===== src/rtl/hilo_pkg.sv =====
// Shared definitions for the HI/LO multiply/divide unit: operation codes,
// FSM state encoding and small operation-class helpers.
package hilo_pkg;

  localparam logic [2:0] OP_MULT  = 3'd0;
  localparam logic [2:0] OP_MULTU = 3'd1;
  localparam logic [2:0] OP_DIV   = 3'd2;
  localparam logic [2:0] OP_DIVU  = 3'd3;
  localparam logic [2:0] OP_MADD  = 3'd4;
  localparam logic [2:0] OP_MADDU = 3'd5;
  localparam logic [2:0] OP_MSUB  = 3'd6;
  localparam logic [2:0] OP_MSUBU = 3'd7;

  typedef enum logic [2:0] {
    ST_IDLE   = 3'd0,
    ST_MUL    = 3'd1,
    ST_DIV    = 3'd2,
    ST_FIX    = 3'd3,
    ST_COMMIT = 3'd4
  } state_e;

  function automatic logic is_signed(input logic [2:0] op);
    return (op == OP_MULT) || (op == OP_DIV) || (op == OP_MADD) || (op == OP_MSUB);
  endfunction

  function automatic logic is_div(input logic [2:0] op);
    return (op == OP_DIV) || (op == OP_DIVU);
  endfunction

  function automatic logic is_acc(input logic [2:0] op);
    return !((op == OP_MULT) || (op == OP_MULTU) || (op == OP_DIV) || (op == OP_DIVU));
  endfunction

  function automatic logic is_sub(input logic [2:0] op);
    return (op == OP_MSUB) || (op == OP_MSUBU);
  endfunction

endpackage


===== src/rtl/hilo_iter_core.sv =====
// Shared iterative datapath: radix-2 shift-add multiply and restoring divide
// on magnitudes. partial holds {hi,lo}: product, or {remainder,quotient}.
module hilo_iter_core #(
  parameter int WIDTH = 32,
  parameter int CNT_W = $clog2(WIDTH) + 1
) (
  input  logic               clk,
  input  logic               rst_n,
  input  logic               load,
  input  logic               step,
  input  logic               div_mode,
  input  logic [WIDTH-1:0]   op_a,
  input  logic [WIDTH-1:0]   op_b,
  output logic [2*WIDTH-1:0] partial,
  output logic               last
);

  logic [WIDTH-1:0]   opb_q;
  logic [CNT_W-1:0]   cnt;
  logic [WIDTH:0]     mul_sum;
  logic [WIDTH:0]     trial;
  logic [WIDTH-1:0]   diff;
  logic               ge;
  logic [2*WIDTH-1:0] next_partial;

  assign last = (cnt == CNT_W'(WIDTH - 1));

  // One iteration step: add-and-shift-right for multiply, shift-left and
  // trial-subtract for divide. The remainder invariant keeps diff in WIDTH bits.
  always_comb begin
    mul_sum = {1'b0, partial[2*WIDTH-1:WIDTH]};
    if (partial[0])
      mul_sum = {1'b0, partial[2*WIDTH-1:WIDTH]} + {1'b0, opb_q};
    trial = {partial[2*WIDTH-1:WIDTH], partial[WIDTH-1]};
    ge    = (trial >= {1'b0, opb_q});
    diff  = trial[WIDTH-1:0] - opb_q;
    if (div_mode) begin
      if (ge)
        next_partial = {diff, partial[WIDTH-2:0], 1'b1};
      else
        next_partial = {trial[WIDTH-1:0], partial[WIDTH-2:0], 1'b0};
    end else begin
      next_partial = {mul_sum, partial[WIDTH-1:1]};
    end
  end

  // Datapath registers: load the operands, then advance one step per cycle.
  always_ff @(posedge clk) begin
    if (load) begin
      partial <= {{WIDTH{1'b0}}, op_a};
      opb_q   <= op_b;
    end else if (step) begin
      partial <= next_partial;
    end
  end

  // Iteration counter; last flags the final step of a WIDTH-step run.
  always_ff @(posedge clk or negedge rst_n) begin
    if (!rst_n)
      cnt <= '0;
    else if (load)
      cnt <= '0;
    else if (step)
      cnt <= cnt + 1'b1;
  end

endmodule


===== src/rtl/hilo_muldiv_unit.sv =====
// HI/LO architectural registers with an iterative multiply/divide engine.
// Optional macro HILO_FAST_MUL_EN: single-cycle combinational multiply
// (multiply-class Start-to-Done latency of 3); divide stays iterative.
module hilo_muldiv_unit
  import hilo_pkg::*;
#(
  parameter int WIDTH = 32,
  parameter int CNT_W = $clog2(WIDTH) + 1
) (
  input  logic             Clk,
  input  logic             Rst_n,
  input  logic             Start,
  input  logic [2:0]       Op,
  input  logic [WIDTH-1:0] OpA,
  input  logic [WIDTH-1:0] OpB,
  input  logic             Flush,
  input  logic             WriteEnHi,
  input  logic             WriteEnLo,
  input  logic [WIDTH-1:0] WriteData,
  output logic             Busy,
  output logic             Done,
  output logic             DivZero,
  output logic [WIDTH-1:0] ReadHi,
  output logic [WIDTH-1:0] ReadLo
);

  state_e             state;
  logic [2:0]         op_q;
  logic               neg_res;
  logic               neg_rem;
  logic [WIDTH-1:0]   hi_q;
  logic [WIDTH-1:0]   lo_q;
  logic [2*WIDTH-1:0] res;
  logic [2*WIDTH-1:0] fix_val;
  logic [2*WIDTH-1:0] commit_val;
  logic [2*WIDTH-1:0] core_partial;
  logic [2*WIDTH-1:0] mul_mag;
  logic [WIDTH-1:0]   a_in;
  logic [WIDTH-1:0]   b_in;
  logic               accept;
  logic               core_step;
  logic               core_last;

  function automatic logic [WIDTH-1:0] magnitude(input logic [WIDTH-1:0] x, input logic sgn);
    return (sgn && x[WIDTH-1]) ? -x : x;
  endfunction

  function automatic logic [WIDTH-1:0] neg_if(input logic [WIDTH-1:0] x, input logic neg);
    return neg ? -x : x;
  endfunction

  function automatic logic [2*WIDTH-1:0] neg2_if(input logic [2*WIDTH-1:0] x, input logic neg);
    return neg ? -x : x;
  endfunction

  assign ReadHi = hi_q;
  assign ReadLo = lo_q;
  assign accept = (state == ST_IDLE) && Start && !Flush;
  assign a_in   = magnitude(OpA, is_signed(Op));
  assign b_in   = magnitude(OpB, is_signed(Op));

`ifdef HILO_FAST_MUL_EN
  logic [WIDTH-1:0]   a_mag_q;
  logic [WIDTH-1:0]   b_mag_q;
  logic [2*WIDTH-1:0] fast_prod;
  assign core_step = (state == ST_DIV);
  assign mul_mag   = fast_prod;

  // Full-width multiply of the latched magnitudes, taken in the MUL cycle.
  always_ff @(posedge Clk) begin
    if (accept) begin
      a_mag_q <= a_in;
      b_mag_q <= b_in;
    end
    if (state == ST_MUL)
      fast_prod <= (2*WIDTH)'(a_mag_q) * (2*WIDTH)'(b_mag_q);
  end
`else
  assign core_step = (state == ST_MUL) || (state == ST_DIV);
  assign mul_mag   = core_partial;
`endif

  hilo_iter_core #(
    .WIDTH (WIDTH),
    .CNT_W (CNT_W)
  ) u_core (
    .clk      (Clk),
    .rst_n    (Rst_n),
    .load     (accept),
    .step     (core_step),
    .div_mode (is_div(op_q)),
    .op_a     (a_in),
    .op_b     (b_in),
    .partial  (core_partial),
    .last     (core_last)
  );

  // Sign fix-up of the magnitude result, and the value written at COMMIT.
  always_comb begin
    if (is_div(op_q))
      fix_val = {neg_if(core_partial[2*WIDTH-1:WIDTH], neg_rem),
                 neg_if(core_partial[WIDTH-1:0], neg_res)};
    else
      fix_val = neg2_if(mul_mag, neg_res);
    commit_val = res;
    if (is_acc(op_q)) begin
      if (is_sub(op_q))
        commit_val = {hi_q, lo_q} - res;
      else
        commit_val = {hi_q, lo_q} + res;
    end
  end

  // Result register: divide-by-zero value at accept, signed result in FIX.
  always_ff @(posedge Clk) begin
    if (accept)
      res <= {OpA, {WIDTH{1'b1}}};
    else if (state == ST_FIX)
      res <= fix_val;
  end

  // Control FSM with registered Busy/Done/DivZero and the HI/LO registers.
  always_ff @(posedge Clk or negedge Rst_n) begin
    if (!Rst_n) begin
      state   <= ST_IDLE;
      op_q    <= OP_MULT;
      neg_res <= 1'b0;
      neg_rem <= 1'b0;
      hi_q    <= '0;
      lo_q    <= '0;
      Busy    <= 1'b0;
      Done    <= 1'b0;
      DivZero <= 1'b0;
    end else begin
      Done    <= 1'b0;
      DivZero <= 1'b0;
      if (state != ST_IDLE && Flush) begin
        state <= ST_IDLE;
        Busy  <= 1'b0;
      end else begin
        case (state)
          ST_IDLE: begin
            if (WriteEnHi) hi_q <= WriteData;
            if (WriteEnLo) lo_q <= WriteData;
            if (accept) begin
              op_q    <= Op;
              neg_res <= is_signed(Op) && (OpA[WIDTH-1] ^ OpB[WIDTH-1]);
              neg_rem <= is_signed(Op) && OpA[WIDTH-1];
              Busy    <= 1'b1;
              if (is_div(Op) && (OpB == '0)) begin
                state   <= ST_COMMIT;
                Done    <= 1'b1;
                DivZero <= 1'b1;
              end else if (is_div(Op)) begin
                state <= ST_DIV;
              end else begin
                state <= ST_MUL;
              end
            end
          end
          ST_MUL: begin
`ifdef HILO_FAST_MUL_EN
            state <= ST_FIX;
`else
            if (core_last) state <= ST_FIX;
`endif
          end
          ST_DIV: begin
            if (core_last) state <= ST_FIX;
          end
          ST_FIX: begin
            state <= ST_COMMIT;
            Done  <= 1'b1;
          end
          ST_COMMIT: begin
            hi_q  <= commit_val[2*WIDTH-1:WIDTH];
            lo_q  <= commit_val[WIDTH-1:0];
            state <= ST_IDLE;
            Busy  <= 1'b0;
          end
          default: begin
            state <= ST_IDLE;
            Busy  <= 1'b0;
          end
        endcase
      end
    end
  end

endmodule

===== config.mk =====
export PLATFORM = sky130hd
export DESIGN_NAME = hilo_muldiv_unit
export DESIGN_NICKNAME = d
export VERILOG_FILES = /design/src/rtl/hilo_pkg.sv /design/src/rtl/hilo_iter_core.sv /design/src/rtl/hilo_muldiv_unit.sv
export SDC_FILE = /design/constraint.sdc
export NUM_CORES = 1
export LEC_CHECK = 0
export CAP_MARGIN = 5
export CORE_ASPECT_RATIO = 0.6
export CORE_MARGIN = 2
export CORE_UTILIZATION = 39
export CTS_BUF_LIST = sky130_fd_sc_hd__clkbuf_16
export DETAILED_ROUTE_END_ITERATION = 16
export GPL_TIMING_DRIVEN = 0
export SLEW_MARGIN = 15
export SYNTH_ARGS = -nofsm -noshare
export SYNTH_HDL_FRONTEND = slang
export SYNTH_HIERARCHICAL = 1
export SYNTH_SLANG_ARGS = --single-unit

===== constraint.sdc =====
create_clock -name Clk -period 14.9 [get_ports Clk]
set_input_delay 2.98 -clock Clk [delete_from_list [all_inputs] [get_ports Clk]]
set_output_delay 2.98 -clock Clk [all_outputs]
set_load 0.05 [all_outputs]

== Word level (Yosys, flattened, before mapping) ==
Cells that the tools add are included.

* Muxes and demuxes: 36
* Add/sub/neg operators: 10
* Reduce and logical (&&, ||, !) cells: 33
* Eq/ne operators: 19
* Order comparisons: 1
* Bitwise logic cells: 2

{| class="wikitable"
|+ Operators with widths
! kind !! number
|-
| two-way mux 64 bit || 8
|-
| two-way mux 32 bit || 8
|-
| negation 32 bit || 4
|-
| one-hot mux 32 bit (2 select lines) || 2
|-
| adder 64 bit || 1
|-
| negation 64 bit || 1
|-
| subtractor 64 bit || 1
|-
| adder 32 x 32 -> 33 bit || 1
|-
| greater-or-equal comparator 33 x 32 -> 1 bit || 1
|-
| two-way mux 33 bit || 1
|-
| zero test 32 bit || 1
|-
| subtractor 32 bit || 1
|-
| == test 3 x 2 -> 1 bit (second input constant) || 6
|-
| == test 3 bit (second input constant) || 5
|-
| two-way mux 3 bit || 4
|-
| two-way mux 6 bit || 2
|-
| logical OR 1 bit || 10
|-
| zero test 3 bit || 3
|-
| one-hot mux 3 bit (3 select lines) || 1
|-
| AND reduction 3 bit || 3
|-
| logical AND 1 bit || 7
|-
| two-way mux 1 bit || 7
|-
| adder 6 x 1 -> 6 bit (second input constant) || 1
|-
| == test 3 x 1 -> 1 bit (second input constant) || 2
|-
| other kinds (15) || 20
|}

* Input bits: 105
* Word-level logic and storage cells: 116
* Flip-flop bits (word level): 241
* Output and inout port bits: 67

== Logic depth before layout (Yosys ltp) ==
* Depth in word-level cells: 7
* Mapped depth: 24
* Depth with buffers taken out: 21

== Cells and area by module ==
Netlist, hierarchy kept.

{| class="wikitable"
|+ Modules (own cells, without submodules)
! module !! cells each !! seq. area each (um^2) !! area an instance (um^2) !! instances
|-
| hilo_muldiv_unit || 1875 || 3453.3 || 14084.8 || 1
|-
| hilo_iter_core || 1012 || 2712.6 || 8619.5 || 1
|}

== Least setup slack after synthesis ==
OpenSTA, ideal clock, no wires.

* Path type: input-to-reg
* Start point: input port Flush
* End point: register u_core.partial[0], enable pin
* Data arrival time: 5.938 ns
* Required time: 14.513 ns
* Buffers on the path: 3
* Setup time: 0.387 ns
* Path slack: 8.575 ns
* Stages: 8
* Cell sequence: inv_1 > nand4_1 > clkinv_1 > buf_1 > clkbuf_1 > clkbuf_1 > nor2_1 > inv_1

* Word-level cells in the longest chain between the ends: 3

{| class="wikitable"
|+ RTL lines
! item !! RTL line !! source
|-
| start: declaration || hilo_muldiv_unit.sv:16 || <nowiki>input logic Flush,</nowiki>
|-
| zero test 1 bit || hilo_muldiv_unit.sv:58 || <nowiki>assign accept = (state == ST_IDLE) && Start && !Flush;</nowiki>
|-
| logical AND 1 bit || hilo_muldiv_unit.sv:58 ||
|-
| via accept || hilo_muldiv_unit.sv:40 || <nowiki>logic accept;</nowiki>
|-
| nonzero test 2 bit (no line) || n/a ||
|-
| end signal: assignment || hilo_iter_core.sv:50 || <nowiki>partial <= {{WIDTH{1'b0}}, op_a};</nowiki>
|-
| end signal: assignment || hilo_iter_core.sv:53 || <nowiki>partial <= next_partial;</nowiki>
|-
| end: declaration || hilo_iter_core.sv:14 || <nowiki>output logic [2*WIDTH-1:0] partial,</nowiki>
|}

The timed path passes the listed nets, and every way through them passes these cells.
A chain may end at the register's enable or synchronous reset.

== Final worst setup path ==
* Start point: input port Flush
* End point: register u_core.partial[8], enable pin

The elaborated chain is that of the path after synthesis.

==> summary.txt <==
Pwr
  – Total leakage power: 10.1 nW
  – Sw Ratio: 56.4%
  – P per Cell Area: 295 nW/um^2
  – Clock power frac: 9.9%
  – Reg power frac: 18.6%
  – Total power: 0.00780 W
  – Peak supply drop: 0.000104 V
  – Net Switching: 0.00440 W
  – Int Power: 0.00340 W
  – Logic pwr share: 71.5%

Die
  – Core Box Area: 57500 um^2
  – Die X-Extent: 315 um
  – Core Rows: 68
  – Die footprint: 60200 um^2
  – Chip height: 191 um
  – Top-Level Pins: 172
  – Initial core utilization: 39.5%

Clocking
  – Clock buffer count from CTS: 28
  – PostCTS Resize Cnt: 0
  – Clock Root Buffer: clkbuf_16
  – H-tree depth: 1
  – Post-CTS Setup Inserts: 0
  – Clock Tree Buf Depth: 3
  – Cts hold-fix bufs: 0
  – CTS clk-pin slew, worst paths: 0.06 ns
  – CTS sink count: 240
  – CTS tree: yes
  – Worst-Skew Late Latency: 0.60 ns

Synthesis
  – Post-synth EDFFs: 96
  – Netlist cell types: 95
  – Synthesized flop and latch total: 240
  – Area leader, netlist: edfxtp_1
  – Post-Syn Nets: 3128
  – Synth top area share: 12.7%
  – Top post-synthesis cells by area: edfxtp_1 (13%), dfrtp_1 (8.8%), ha_1 (7.3%)
  – Post-Syn Instances: 2887
  – Seq/Total Area, Yosys: 27.2%
  – Avg Inst Size Synth: 7.86 um^2
  – Mapped cell area: 22700 um^2
  – Post-synth ARST share: 33.3%
  – YS warnings: 6
  – Synth Flop Type: edfxtp_1

Finish
  – Antenna diodes: 0
  – Filler cell count: 5816
  – Final Non-Filler Cells: 3883
  – Share of post-route cells with drive strength above 1: 3.98%
  – Layout area overhead: 16.6%
  – Total Nets Final: 3332
  – Commonest non-fill, non-tap cell in the layout: nand2_1
  – Most frequent cells in the layout: nand2_1 (298), nor2_1 (261), a21oi_1 (255), o21ai_0 (253), clkdlybuf4s50_1 (170)

Worst setup path
  – Critical Path AT: 7.68 ns
  – Worst setup path class: in2reg
  – Critical path endpoint category: register
  – Worst r2r src: res[2]
  – WP data required: 15.11 ns
  – Crit path launch type: input pin
  – CP max FO: 32
  – Critical Path Start: Flush

Global route
  – GRT Max-Usage Layer: met1
  – Largest net degree at the start of global routing: 66
  – GRT Util Overall: 33.8%
  – Remaining global-route overflow: 0
  – M3 GR Usage: 13.5%
  – M1 GR Usage: 54.7%
  – Vias in the first global route: 22.6k
  – M2 GR Usage: 40.4%
  – Initial antenna violation count: 5
  – First-pass GRT wire length: 151 mm

STA
  – Final period util: 50.1%
  – Unrepaired setup endpoints after global routing: false
  – Worst Tran Pin Value: 1.23 ns
  – Setup_tns: 0 ns
  – Slew Viols, Final: 0
  – Setup Skew: 0.0253 ns
  – Top achievable clock speed: 134 MHz
  – Rel. slew slack: 17.0%
  – Crit path time final: 7.47 ns
  – Final Hold Violating Endpoints: 0
  – Final setup fails: 0

Outcome
  – Status: finished clean

Placement
  – Gpl congestion: 1.01
  – HPWL Detailed: 85.6 mm
  – I/O Buffers: 171
  – Placed Instances: 3831

Job
  – Max cap viols: 0

Routing
  – Total routed wirelength: 104 mm
  – DRT Pass-1 Iters: 8
  – Routed Antenna Nets: 0
  – Wire per inst: 26.8 um
  – # DRC: 0
  – Routed vias: 24.7k
  – Vias per cell: 6.37
  – Initial drt markers: 3752

Hold path
  – Worst Hold Class: reg2reg
  – Hold wc startpoint: ReadLo[11]
==> cells by family after synthesis <==
group | count (synthesis) | synth area share [%]
and+or+nand+nor | 950 | 20.2
adders and majority gates | 136 | 7.59
xor gates and xnor gates | 290 | 11.2
muxes | 67 | 2.98
buffers and inverters | 257 | 4.47
DFF | 240 | 27.2
AOI/OAI and AO/OA | 947 | 26.4
==> metrics by stage <==
step | utilization [%] | setup WS (ns) | cell area (um^2) | hold slack [ns]
floorplan | - | 8.57 | 22700 | 0.481
global placement | 44.1 | 5.22 | 25400 | 0.503
detailed placement | 44.3 | 7.29 | 25500 | 0.515
CTS | 46.0 | 7.88 | 26500 | 0.530
global route | 46.0 | 7.41 | 26500 | 0.550
finish | 46.0 | 7.43 | 26500 | 0.523
==> worst max-delay path, stage by stage <==
cell and delay [ns]:
clkdlybuf4s50_1 0.51, inv_1 0.23, nand4_1 0.69, clkinv_1 0.63, buf_2 0.60, clkbuf_1 0.65
clkbuf_1 0.57, nor2_1 0.14, inv_2 0.62
==> power by group through the flow <==
stage | Sequential, W | Clock (W) | Combinational, W
CTS | 0.00144 | 0.000777 | 0.00539
floorplan | 0.00157 | 0 | 0.00351
detailed placement | 0.00145 | 0 | 0.00536
finish | 0.00145 | 0.000773 | 0.00558
global placement | 0.00145 | 0 | 0.00533
global route | 0.00148 | 0.000802 | 0.00600
==> registers in the layout (all words and copies together) (netlist names) <==
| name | count |
|---|---|
| Done | 1 |
| Busy | 1 |
| op_q | 2 |
| state | 3 |
| ReadLo | 32 |
| u_core/partial | 64 |
| DivZero | 1 |
| neg_res | 1 |
| ReadHi | 32 |
| u_core/opb_q | 32 |
| u_core/cnt | 6 |
| neg_rem | 1 |
| res | 64 |
==> cell type report <==
cell class	instances	area [um^2]	area share [%]
plain buffers	158	646	2.44
clock buffers	32	801	3.03
clock inverters	20	194	0.733
inverters	99	372	1.40
multi-input cells	2390	15500	58.7
flip-flops and latches	240	6170	23.3
well taps	770	963	3.64
repair buffers	174	1780	6.73
==> final timing paths <==
check	end	slack (ns)	cells after the start
max in group asynchronous	op_q[1]	11.99	2
worst min-delay path	ReadLo[11]	0.52	2
worst max register to register	ReadHi[25]	8.37	23
worst max-delay path	u_core/partial[8]	7.43	9
worst min register to register	ReadLo[11]	0.52	2
min in group asynchronous	ReadLo[8]	2.23	1
==> layer usage <==
layer | vias to the layer above | share of wire, %
li1 | 11100 | -
met1 | 11900 | 48
met2 | 1678 | 34
met3 | 121 | 16
met4 | 8 | 1.4
met5 | - | 0.055
==> cell usage after synthesis, types with 22 or more instances <==
master	n
a21o_1	49
a211oi_1	51
inv_1	96
nand4_1	42
o41ai_1	29
clkbuf_1	140
nand3_1	45
a221oi_1	26
o22ai_1	28
dfxtp_1	64
o211ai_1	32
mux2i_1	62
xor2_1	140
nand2_1	299
edfxtp_1	96
ha_1	133
o21bai_1	26
o21ai_0	254
nor2b_1	30
nor2_1	261
o31ai_1	46
nor4_1	42
a31oi_1	22
nor3_1	66
a21oi_1	255
or3_1	26
xnor2_1	150
nand2b_1	33
dfrtp_1	80
o21a_1	26
Note: power is estimated with default switching activity, not from simulation.
